File: src/rtl/ov7670_yuv_capture_pkg.sv
// Shared definitions for the OV7670 YUV422 capture path: FSM states, byte phases
// and the default active-window size used by the framebuffer and vga blocks.
package ov7670_yuv_capture_pkg;

  localparam int unsigned H_ACTIVE_DEF = 640;
  localparam int unsigned V_ACTIVE_DEF = 480;

  typedef enum logic [1:0] {
    WAIT_FRAME = 2'd0,
    BLANK      = 2'd1,
    ACTIVE     = 2'd2
  } cap_state_t;

  typedef enum logic [1:0] {
    PH_Y0 = 2'd0,
    PH_CB = 2'd1,
    PH_Y1 = 2'd2,
    PH_CR = 2'd3
  } byte_phase_t;

endpackage

File: src/rtl/ov7670_yuv_capture_addr_gen.sv
// Framebuffer address generator: accumulates a per-line base address and a pixel
// offset within the line; flags whether the next pair still fits the active window.
module cap_addr_gen
  import ov7670_yuv_capture_pkg::*;
#(
  parameter int unsigned H_ACTIVE = H_ACTIVE_DEF,
  parameter int unsigned V_ACTIVE = V_ACTIVE_DEF,
  parameter int unsigned ADDR_W   = 19
) (
  input  logic              clk,
  input  logic              reset,
  input  logic              frame_start,
  input  logic              line_end,
  input  logic              pair_write,
  output logic [ADDR_W-1:0] addr,
  output logic              in_range,
  output logic [9:0]        line
);

  logic [ADDR_W-1:0] line_base;
  logic [ADDR_W-1:0] pix;

  // pix stops at H_ACTIVE and line_base stops advancing past the last line,
  // so neither can wrap back into the window on oversized input.
  always_ff @(posedge clk) begin
    if (reset || frame_start) begin
      line_base <= '0;
      pix       <= '0;
      line      <= '0;
    end else if (line_end) begin
      pix <= '0;
      if (line < 10'(V_ACTIVE))
        line_base <= line_base + ADDR_W'(H_ACTIVE);
      if (line != '1)
        line <= line + 10'd1;
    end else if (pair_write) begin
      pix <= pix + ADDR_W'(2);
    end
  end

  assign addr     = line_base + pix;
  assign in_range = (pix < ADDR_W'(H_ACTIVE)) && (line < 10'(V_ACTIVE));

endmodule

File: src/rtl/ov7670_yuv_capture.sv
// OV7670 DVP capture front end: assembles Y0 Cb Y1 Cr pairs, emits a two-cycle
// framebuffer write burst per pair, and frames everything on VSYNC/HREF.
module ov7670_yuv_capture
  import ov7670_yuv_capture_pkg::*;
#(
  parameter int unsigned H_ACTIVE = H_ACTIVE_DEF,
  parameter int unsigned V_ACTIVE = V_ACTIVE_DEF,
  parameter int unsigned ADDR_W   = 19
) (
  input  logic              PCLK,
  input  logic              reset,
  input  logic              VSYNC,
  input  logic              HREF,
  input  logic [7:0]        D,
  output logic [7:0]        Y,
  output logic [7:0]        Y_2,
  output logic [7:0]        Cb,
  output logic [7:0]        Cr,
  output logic              e_pix,
  output logic              e_data,
  output logic [ADDR_W-1:0] CONTADOR_C,
  output logic              frame_done,
  output logic [9:0]        line_count,
  output logic              overflow
);

  logic        v_q, h_q, v_prev, h_prev;
  logic [7:0]  d_q;
  cap_state_t  state, state_nxt;
  byte_phase_t phase;
  logic        frame_start, frame_end, line_end, take;
  logic        pair_done, pair_write, in_range;
  logic [7:0]  y_hold, cb_hold, y2_hold;
  logic        wr_first, wr_second;
  logic [ADDR_W-1:0] addr, wr_addr;
  logic [9:0]  line;

  always_ff @(posedge PCLK) begin
    if (reset) begin
      v_q    <= 1'b0;
      h_q    <= 1'b0;
      d_q    <= '0;
      v_prev <= 1'b0;
      h_prev <= 1'b0;
    end else begin
      v_q    <= VSYNC;
      h_q    <= HREF;
      d_q    <= D;
      v_prev <= v_q;
      h_prev <= h_q;
    end
  end

  always_ff @(posedge PCLK) begin
    if (reset) state <= WAIT_FRAME;
    else       state <= state_nxt;
  end

  always_comb begin
    state_nxt   = state;
    frame_start = 1'b0;
    frame_end   = 1'b0;
    line_end    = 1'b0;
    take        = 1'b0;
    case (state)
      WAIT_FRAME: begin
        if (v_q && !v_prev) begin
          state_nxt   = BLANK;
          frame_start = 1'b1;
        end
      end
      BLANK: begin
        if (v_q && !v_prev) begin
          frame_start = 1'b1;
        end else if (!v_q && h_q) begin
          state_nxt = ACTIVE;
          take      = 1'b1;
        end
      end
      ACTIVE: begin
        // A line end coinciding with the frame end is still counted.
        line_end = h_prev && !h_q;
        take     = h_q && !(v_q && !v_prev);
        if (v_q && !v_prev) begin
          frame_end   = 1'b1;
          frame_start = 1'b1;
          state_nxt   = BLANK;
        end
      end
      default: state_nxt = WAIT_FRAME;
    endcase
  end

  assign pair_done  = take && (phase == PH_CR);
  assign pair_write = pair_done && in_range;

  cap_addr_gen #(
    .H_ACTIVE (H_ACTIVE),
    .V_ACTIVE (V_ACTIVE),
    .ADDR_W   (ADDR_W)
  ) u_addr_gen (
    .clk         (PCLK),
    .reset       (reset),
    .frame_start (frame_start),
    .line_end    (line_end),
    .pair_write  (pair_write),
    .addr        (addr),
    .in_range    (in_range),
    .line        (line)
  );

  // The burst address is latched at pair completion, so a line end landing
  // mid-burst cannot disturb the second write.
  always_ff @(posedge PCLK) begin
    if (reset) begin
      phase      <= PH_Y0;
      y_hold     <= '0;
      cb_hold    <= '0;
      y2_hold    <= '0;
      Y          <= '0;
      Y_2        <= '0;
      Cb         <= '0;
      Cr         <= '0;
      e_pix      <= 1'b0;
      e_data     <= 1'b0;
      CONTADOR_C <= '0;
      frame_done <= 1'b0;
      line_count <= '0;
      overflow   <= 1'b0;
      wr_first   <= 1'b0;
      wr_second  <= 1'b0;
      wr_addr    <= '0;
    end else begin
      e_pix      <= 1'b0;
      e_data     <= 1'b0;
      frame_done <= 1'b0;
      wr_first   <= pair_write;
      wr_second  <= wr_first;

      if (frame_start || line_end)
        phase <= PH_Y0;
      else if (take)
        phase <= byte_phase_t'(phase + 2'd1);

      if (take) begin
        case (phase)
          PH_Y0: y_hold  <= d_q;
          PH_CB: cb_hold <= d_q;
          PH_Y1: y2_hold <= d_q;
          PH_CR: begin
            Y     <= y_hold;
            Cb    <= cb_hold;
            Y_2   <= y2_hold;
            Cr    <= d_q;
            e_pix <= 1'b1;
            if (!in_range) overflow <= 1'b1;
          end
          default: ;
        endcase
      end

      if (pair_write) wr_addr <= addr;

      if (wr_first) begin
        e_data     <= 1'b1;
        CONTADOR_C <= wr_addr;
      end else if (wr_second) begin
        e_data     <= 1'b1;
        CONTADOR_C <= wr_addr + ADDR_W'(1);
      end

      if (frame_end) begin
        frame_done <= 1'b1;
        line_count <= (line_end && line != '1) ? line + 10'd1 : line;
      end
    end
  end

endmodule
File: config.mk
export PLATFORM = sky130hd
export DESIGN_NAME = ov7670_yuv_capture
export DESIGN_NICKNAME = d
export VERILOG_FILES = /design/src/rtl/ov7670_yuv_capture_pkg.sv /design/src/rtl/ov7670_yuv_capture_addr_gen.sv /design/src/rtl/ov7670_yuv_capture.sv
export SDC_FILE = /design/constraint.sdc
export NUM_CORES = 1
export LEC_CHECK = 0
export CAP_MARGIN = 20
export CELL_PAD_IN_SITES_DETAIL_PLACEMENT = 0
export CELL_PAD_IN_SITES_GLOBAL_PLACEMENT = 1
export CORE_AREA = 2 2 135 137
export DETAILED_ROUTE_END_ITERATION = 16
export DIE_AREA = 0 0 137 139
export DONT_BUFFER_PORTS = 1
export PLACE_DENSITY = 0.77
export SLEW_MARGIN = 20
export SYNTH_ARGS = -nofsm -noshare
export SYNTH_HDL_FRONTEND = slang
export SYNTH_HIERARCHICAL = 1
export SYNTH_SLANG_ARGS = --single-unit
export TNS_END_PERCENT = 10
File: constraint.sdc
create_clock -name PCLK -period 3.4 [get_ports PCLK]
set_clock_uncertainty 0.05 [all_clocks]
set_input_delay 0.17 -clock PCLK [delete_from_list [all_inputs] [get_ports PCLK]]
set_output_delay 0.17 -clock PCLK [all_outputs]
set_load 0.01 [all_outputs]
==> results of run 1 <==
## final cells by class
class | count | area share [%]
clock buffers | 17 | 4.882
clock inverters | 15 | 2.469
inverters | 16 | 0.6892
multi-input cells | 650 | 48.10
flip-flops and latches | 166 | 38.13
well taps | 229 | 3.288
repair buffers | 22 | 2.441
## critical path, stage by stage, from the launching register on
cell,delay (ns)
dfxtp_1,0.36
nor4_1,0.32
nand3_1,0.14
nor2_1,0.10
inv_1,0.08
nor4_2,0.28
buf_4,0.39
and4_1,0.45
nand4_1,0.15
xor2_1,0.15
nor2_1,0.05
## flip-flops by register name, summed over array words and instances (netlist names), 2 cells and up
signal,cells
CONTADOR_C,19
u_addr_gen/line,10
u_addr_gen/pix,18
y_hold,8
wr_addr,19
d_q,8
state,2
u_addr_gen/line_base,12
phase,2
Y,8
Cb,8
Cr,8
y2_hold,8
line_count,10
cb_hold,8
Y_2,8
## per-layer routing
metal  up-vias  part of all wire (%)  track usage [%]
li1       3266                     -                -
met3        17                   4.1            4.167
met2       119                    45            29.54
met5         -                     0                0
met4         0                   1.5            6.023
met1      3114                    50            28.56
## final timing paths
check | start | endpoint | slack, ns | cells past startpoint
max reg2reg | u_addr_gen/pix[13]$_SDFFE_PP0P_ | u_addr_gen/pix[17]$_SDFFE_PP0P_ | 0.73 | 10
min reg2reg | y2_hold[5]$_SDFFE_PP0P_ | y2_hold[5]$_SDFFE_PP0P_ | 0.42 | 2
min | reset | frame_done$_SDFF_PP0_ | 0.08 | 2
max | u_addr_gen/pix[13]$_SDFFE_PP0P_ | u_addr_gen/pix[17]$_SDFFE_PP0P_ | 0.73 | 10
## metrics by stage
stage | cell area [um2] | utilization [%] | worst slack [ns] | total power [W]
after floorplan | 7911 | - | 0.9260 | 0.002102
after global placement | 7936 | 44.95 | 0.7112 | 0.002116
after detailed placement | 7936 | 44.95 | 0.7036 | 0.002115
after CTS | 8715 | 49.36 | 0.6970 | 0.004239
after global routing | 8715 | 49.36 | 0.5119 | 0.004328
final | 8715 | 49.36 | 0.7278 | 0.004194
## placed cells by master (no fill, tap or decap), types with 4 or more instances in the layout
master         synthesis  routed
nor3_1                 8       8
and4_1                10      10
and2_1                 7       6
nand4_1               70      70
o31ai_1               63      63
or4_1                  6       6
or2_2                  5       5
nand3_1               30      30
nand2b_1               6       6
and3_1                10      10
bufinv_16              0       4
a311oi_1               5       5
inv_1                 16      16
clkbuf_16              0      17
o21ai_0               21      21
dlygate4sd3_1          0      11
dfxtp_1              166     166
nor2b_1               14      14
ha_1                  24      24
inv_6                  0       4
buf_4                  8      10
xor2_1                26      26
nor2_1                69      69
mux2i_1               27      27
or3_1                 10      10
a21oi_1               78      78
nand2_1               71      70
nor4_1                 8       7
a211oi_1              14      14
a21o_1                 4       4
a31oi_1                9       9
xnor2_1               22      22
## report_power, final
group | internal (W) | switching, W | leakage, nW
registers | 0.00195 | 0.0000125 | 1.34
logic | 0.0000320 | 0.000106 | 1.30
clock network | 0.00125 | 0.000840 | 0.309
## logic make-up (layout without fill, tap and decap cells)
kind of cell    Yosys count  in the layout  synth area share (%)
flops                   166            166                 42.01
mux                      27             27                 3.416
buf+inv                  95             70                 5.219
simple gates            337            337                 22.90
xor+xnor                 48             48                 5.314
other cells               1              1               0.04740
compound gates          212            212                 17.05
fa+ha+maj                25             25                 4.049
## timing repair
action	in CTS	in global routing
buffers inserted	0	0
hold endpoints to repair	101	0
hold buffers	12	0
==> flow_summary.ini, run 1 <==
[outcome]
status = finished clean

[critical_path]
crit_required_ns = 3.64
critical_path_arrival_ns = 2.91
path_class = flip-flop to flip-flop
cp_max_fo = 23
end_kind = flip-flop
crit_path_start_kind = flip-flop

[clock_network]
cts-resized-gates = 0
cts_tree = yes
clk_pin_slew_ns = 0.07
clock_path_buffers = 2
clkLatencyLatePin_ns = 0.43
numClockSinks = 166
cts.htree.levels = 4
root_buffer = clkbuf_16
cts_inserted_buffers = 17

[logic_synthesis]
synth_top_area_share_pct = 42.01
syn_inst = 911
synth-edff-count = 0
ys_top_cells_by_count = dfxtp_1, a21oi_1, nand2_1
yosys_warnings = 6
syn-mean-instance-area_um2 = 8.684
syn-cell-area_mm2 = 0.007911
synth_area_leaders = dfxtp_1, o31ai_1, nand4_1, a21oi_1, ha_1
yosysMostFrequentCell = dfxtp_1
syn_nets = 948
synthFlopType = dfxtp_1
synth-seq-area-share_pct = 42.01
ys_seq_elements = 166
ys_types = 61
yosys.area.top_type = dfxtp_1
synthArstFlopShare_pct = 0

[floorplan]
rows = 49
ios = 77
die-area_mm2 = 0.01904
die_x_um = 137
core_mm2 = 0.01766
fp.dieH_um = 139
start_util_pct = 44.81

[power_and_ir_drop]
p_leak_nw = 2.948
peakVddDrop_v = 0.0003555
p_per_area_mw_per_mm2 = 481.3

[routing]
final_antenna_net_count = 0
drc_errors = 0
first_iter_violations = 562
wl_per_cell_um = 16.83
via_per_inst = 5.844
vias = 6516
wl_um = 18760
detail_route.first_pass.iterations = 4

[timing]
slew_viol_final = 0
worst_pin_slew_ns = 0.8941
maxClockFrequency_mhz = 374.2
final-hold-violation-count = 0
timing.final.crit_share_pct = 78.59
tns_ns = 0
relSlewSlack_pct = 40.33
holdWs_ns = 0.07521
period_needed_ns = 2.672
setup_viol = 0
rsz0062_at_grt = no

[placement]
hpwl_um = 12000
place_inst = 1071
gp_congestion = 0.8241
portBuffers = 0

[layout]
antenna_cells = 0
fillCellCount = 1712
drive_gt1_share_pct = 6.659
multiInputGateArea_mm2 = 0.004192
nets = 910
regArea_mm2 = 0.003323
syn_to_final_growth_pct = 10.15
stdcell_count = 1115

[grt]
grt_antenna_before_repair = 0
grt_first_pass_wirelength_um = 30690
grt_pass1_vias = 5887
grt_start_max_net_pins = 101
track_usage_pct = 19.81
overflow = 0

[flow_run]
cap_violations = 0

[worst_hold_path]
hp-class = input pin to flip-flop
Power figures use the tool's default switching activity.
==> run 2: changes to the inputs <==
- clock period: 3.4 -> 2.65 ns (I/O delays scaled with it)
==> run 2 against run 1 <==
  * Flip-flop and latch count is the same
  * Fmax is 11% higher
  * Critical endpoint is now wr_addr[17]$_SDFFE_PP0P_
  * Largest cell class unchanged
  * Critical path depth shrank 1
==> flow_summary.ini, run 2 (synthesized netlist as in run 1, its figures left out) <==
[critical_path]
path_class = flip-flop to flip-flop
crit_required_ns = 2.96
cp_max_fo = 4
cpLargestDelayFamily = compound AO/OA/AOI/OAI gates
endpoint = wr_addr[17]$_SDFFE_PP0P_
critical_path_arrival_ns = 2.72
end_kind = flip-flop
r2r_cells = 9
path_cells = ha_1, fa_1, a211oi_1, o21ai_1, a2111oi_2, or3_1, xnor2_1, nand2_1, mux2i_1
crit_path_start_kind = flip-flop
r2r-end = wr_addr[17]$_SDFFE_PP0P_
r2r_slack_ns = 0.24
crit_cells = 9
crit_start = u_addr_gen/line_base[7]$_SDFFE_PP0P_
critPathBufInv = 0
reg2reg_from = u_addr_gen/line_base[7]$_SDFFE_PP0P_
cp_slowest_cell = fa_1
slowest_delay_ns = 0.42

[placement]
place_ws_ns = 0.2049
portBuffers = 0
hpwl_um = 11890
post_dp_cell_area_mm2 = 0.007971
gp_congestion = 0.8307

[floorplan]
core_mm2 = 0.01766
ios = 77
rows = 49
die-area_mm2 = 0.01904
start_util_pct = 44.81
die_x_um = 137
fp.dieH_um = 139

[grt]
track_usage_pct = 19.81
overflow = 0
grt_first_pass_wirelength_um = 30990
grt_antenna_before_repair = 0
grt_pass1_vias = 5980
grt_start_max_net_pins = 103

[clock_network]
cts_tree = yes
clock_path_buffers = 2
clkLatencyLatePin_ns = 0.42
postCtsSetupBuffers = 0
numClockSinks = 166
root_buffer = clkbuf_16
clk_pin_slew_ns = 0.06
cts_inserted_buffers = 17
cts.htree.levels = 4

[layout]
antenna_cells = 0
nets = 912
syn_to_final_growth_pct = 10.26
mostFrequentLayoutCell = dfxtp_1
fin_area_mm2 = 0.008723
final_cell_mix = dfxtp_1, a21oi_1, nand4_1, nand2_1, nor2_1
regArea_mm2 = 0.003323
multiInputGateArea_mm2 = 0.004208
fillCellCount = 1690
top_regs = CONTADOR_C: 19 flops, wr_addr: 19 flops, u_addr_gen/pix: 18 flops
final_util_pct = 49.40
drive_gt1_share_pct = 7.095

[routing]
vias = 6387
drc_errors = 0
wl_per_cell_um = 16.64
first_iter_violations = 468
final_antenna_net_count = 0
via_per_inst = 5.718
detail_route.first_pass.iterations = 5
wl_um = 18590

[timing]
setup_viol = 0
rsz0062_at_grt = no
worst_slack_ns = 0.2352
period_needed_ns = 2.415
final-hold-violation-count = 0
maxClockFrequency_mhz = 414.1
slew_viol_final = 0
holdWs_ns = 0.02679
timing.final.crit_share_pct = 91.13
worst_pin_slew_ns = 0.8187
tns_ns = 0
relSlewSlack_pct = 45.22

[power_and_ir_drop]
p_per_area_mw_per_mm2 = 599.7
peakVddDrop_v = 0.0004019
p_leak_nw = 2.957

[worst_hold_path]
hp-class = input pin to flip-flop

[flow_run]
cap_violations = 0

[outcome]
status = finished clean
[run 2: cell type report]
| cell class | count | area share, % |
|---|---|---|
| clock buffers | 21 | 5.393 |
| repair buffers | 24 | 2.725 |
| clock inverters | 11 | 1.578 |
| inverters | 16 | 0.6885 |
| multi-input cells | 650 | 48.24 |
| flip-flops and latches | 166 | 38.10 |
| well taps | 229 | 3.285 |
[run 2: per-layer routing]
layer | vias up | global-route usage, % | wire length, um | share of wire [%]
li1 | 3261 | - | - | -
met1 | 2978 | 27.97 | 9120 | 49
met2 | 132 | 29.93 | 8317 | 45
met3 | 16 | 5.190 | 961 | 5.2
met4 | 0 | 5.100 | 192 | 1.0
met5 | - | 0 | 0 | 0
[run 2: stage by stage]
stage	total power (W)	instances
finish	0.005232	1117
global route	0.005416	1117
CTS	0.005296	1117
detailed placement	0.002717	1074
global placement	0.002718	1074
floorplan	0.002698	911
[run 2: worst min path at each step]
stage          startpoint                              end  slack [ns]  cells after the start
2_1_floorplan        D[0]                d_q[0]$_SDFF_PP0_        0.21                      1
3_3_place_gp        reset            frame_done$_SDFF_PP0_        0.18                      1
3_5_place_dp        reset            frame_done$_SDFF_PP0_        0.18                      1
4_1_cts             reset  u_addr_gen/pix[14]$_SDFFE_PP0P_       0.005                      2
5_1_grt             reset  u_addr_gen/pix[13]$_SDFFE_PP0P_        0.03                      2
6_report            reset  u_addr_gen/pix[17]$_SDFFE_PP0P_        0.03                      2
[run 2: what timing repair did]
action | in CTS | in global routing
resized for setup | 0 | 4
hold buffers | 11 | 0
hold endpoints to repair | 102 | 0
endpoints found under the setup margin | 0 | 4
[run 2: power by group]
| part | internal, W | switching (W) | total [W] |
|---|---|---|---|
| Sequential | 0.00251 | 0.0000155 | 0.00252 |
| Combinational | 0.0000436 | 0.000136 | 0.000179 |
| Clock | 0.00148 | 0.00105 | 0.00253 |
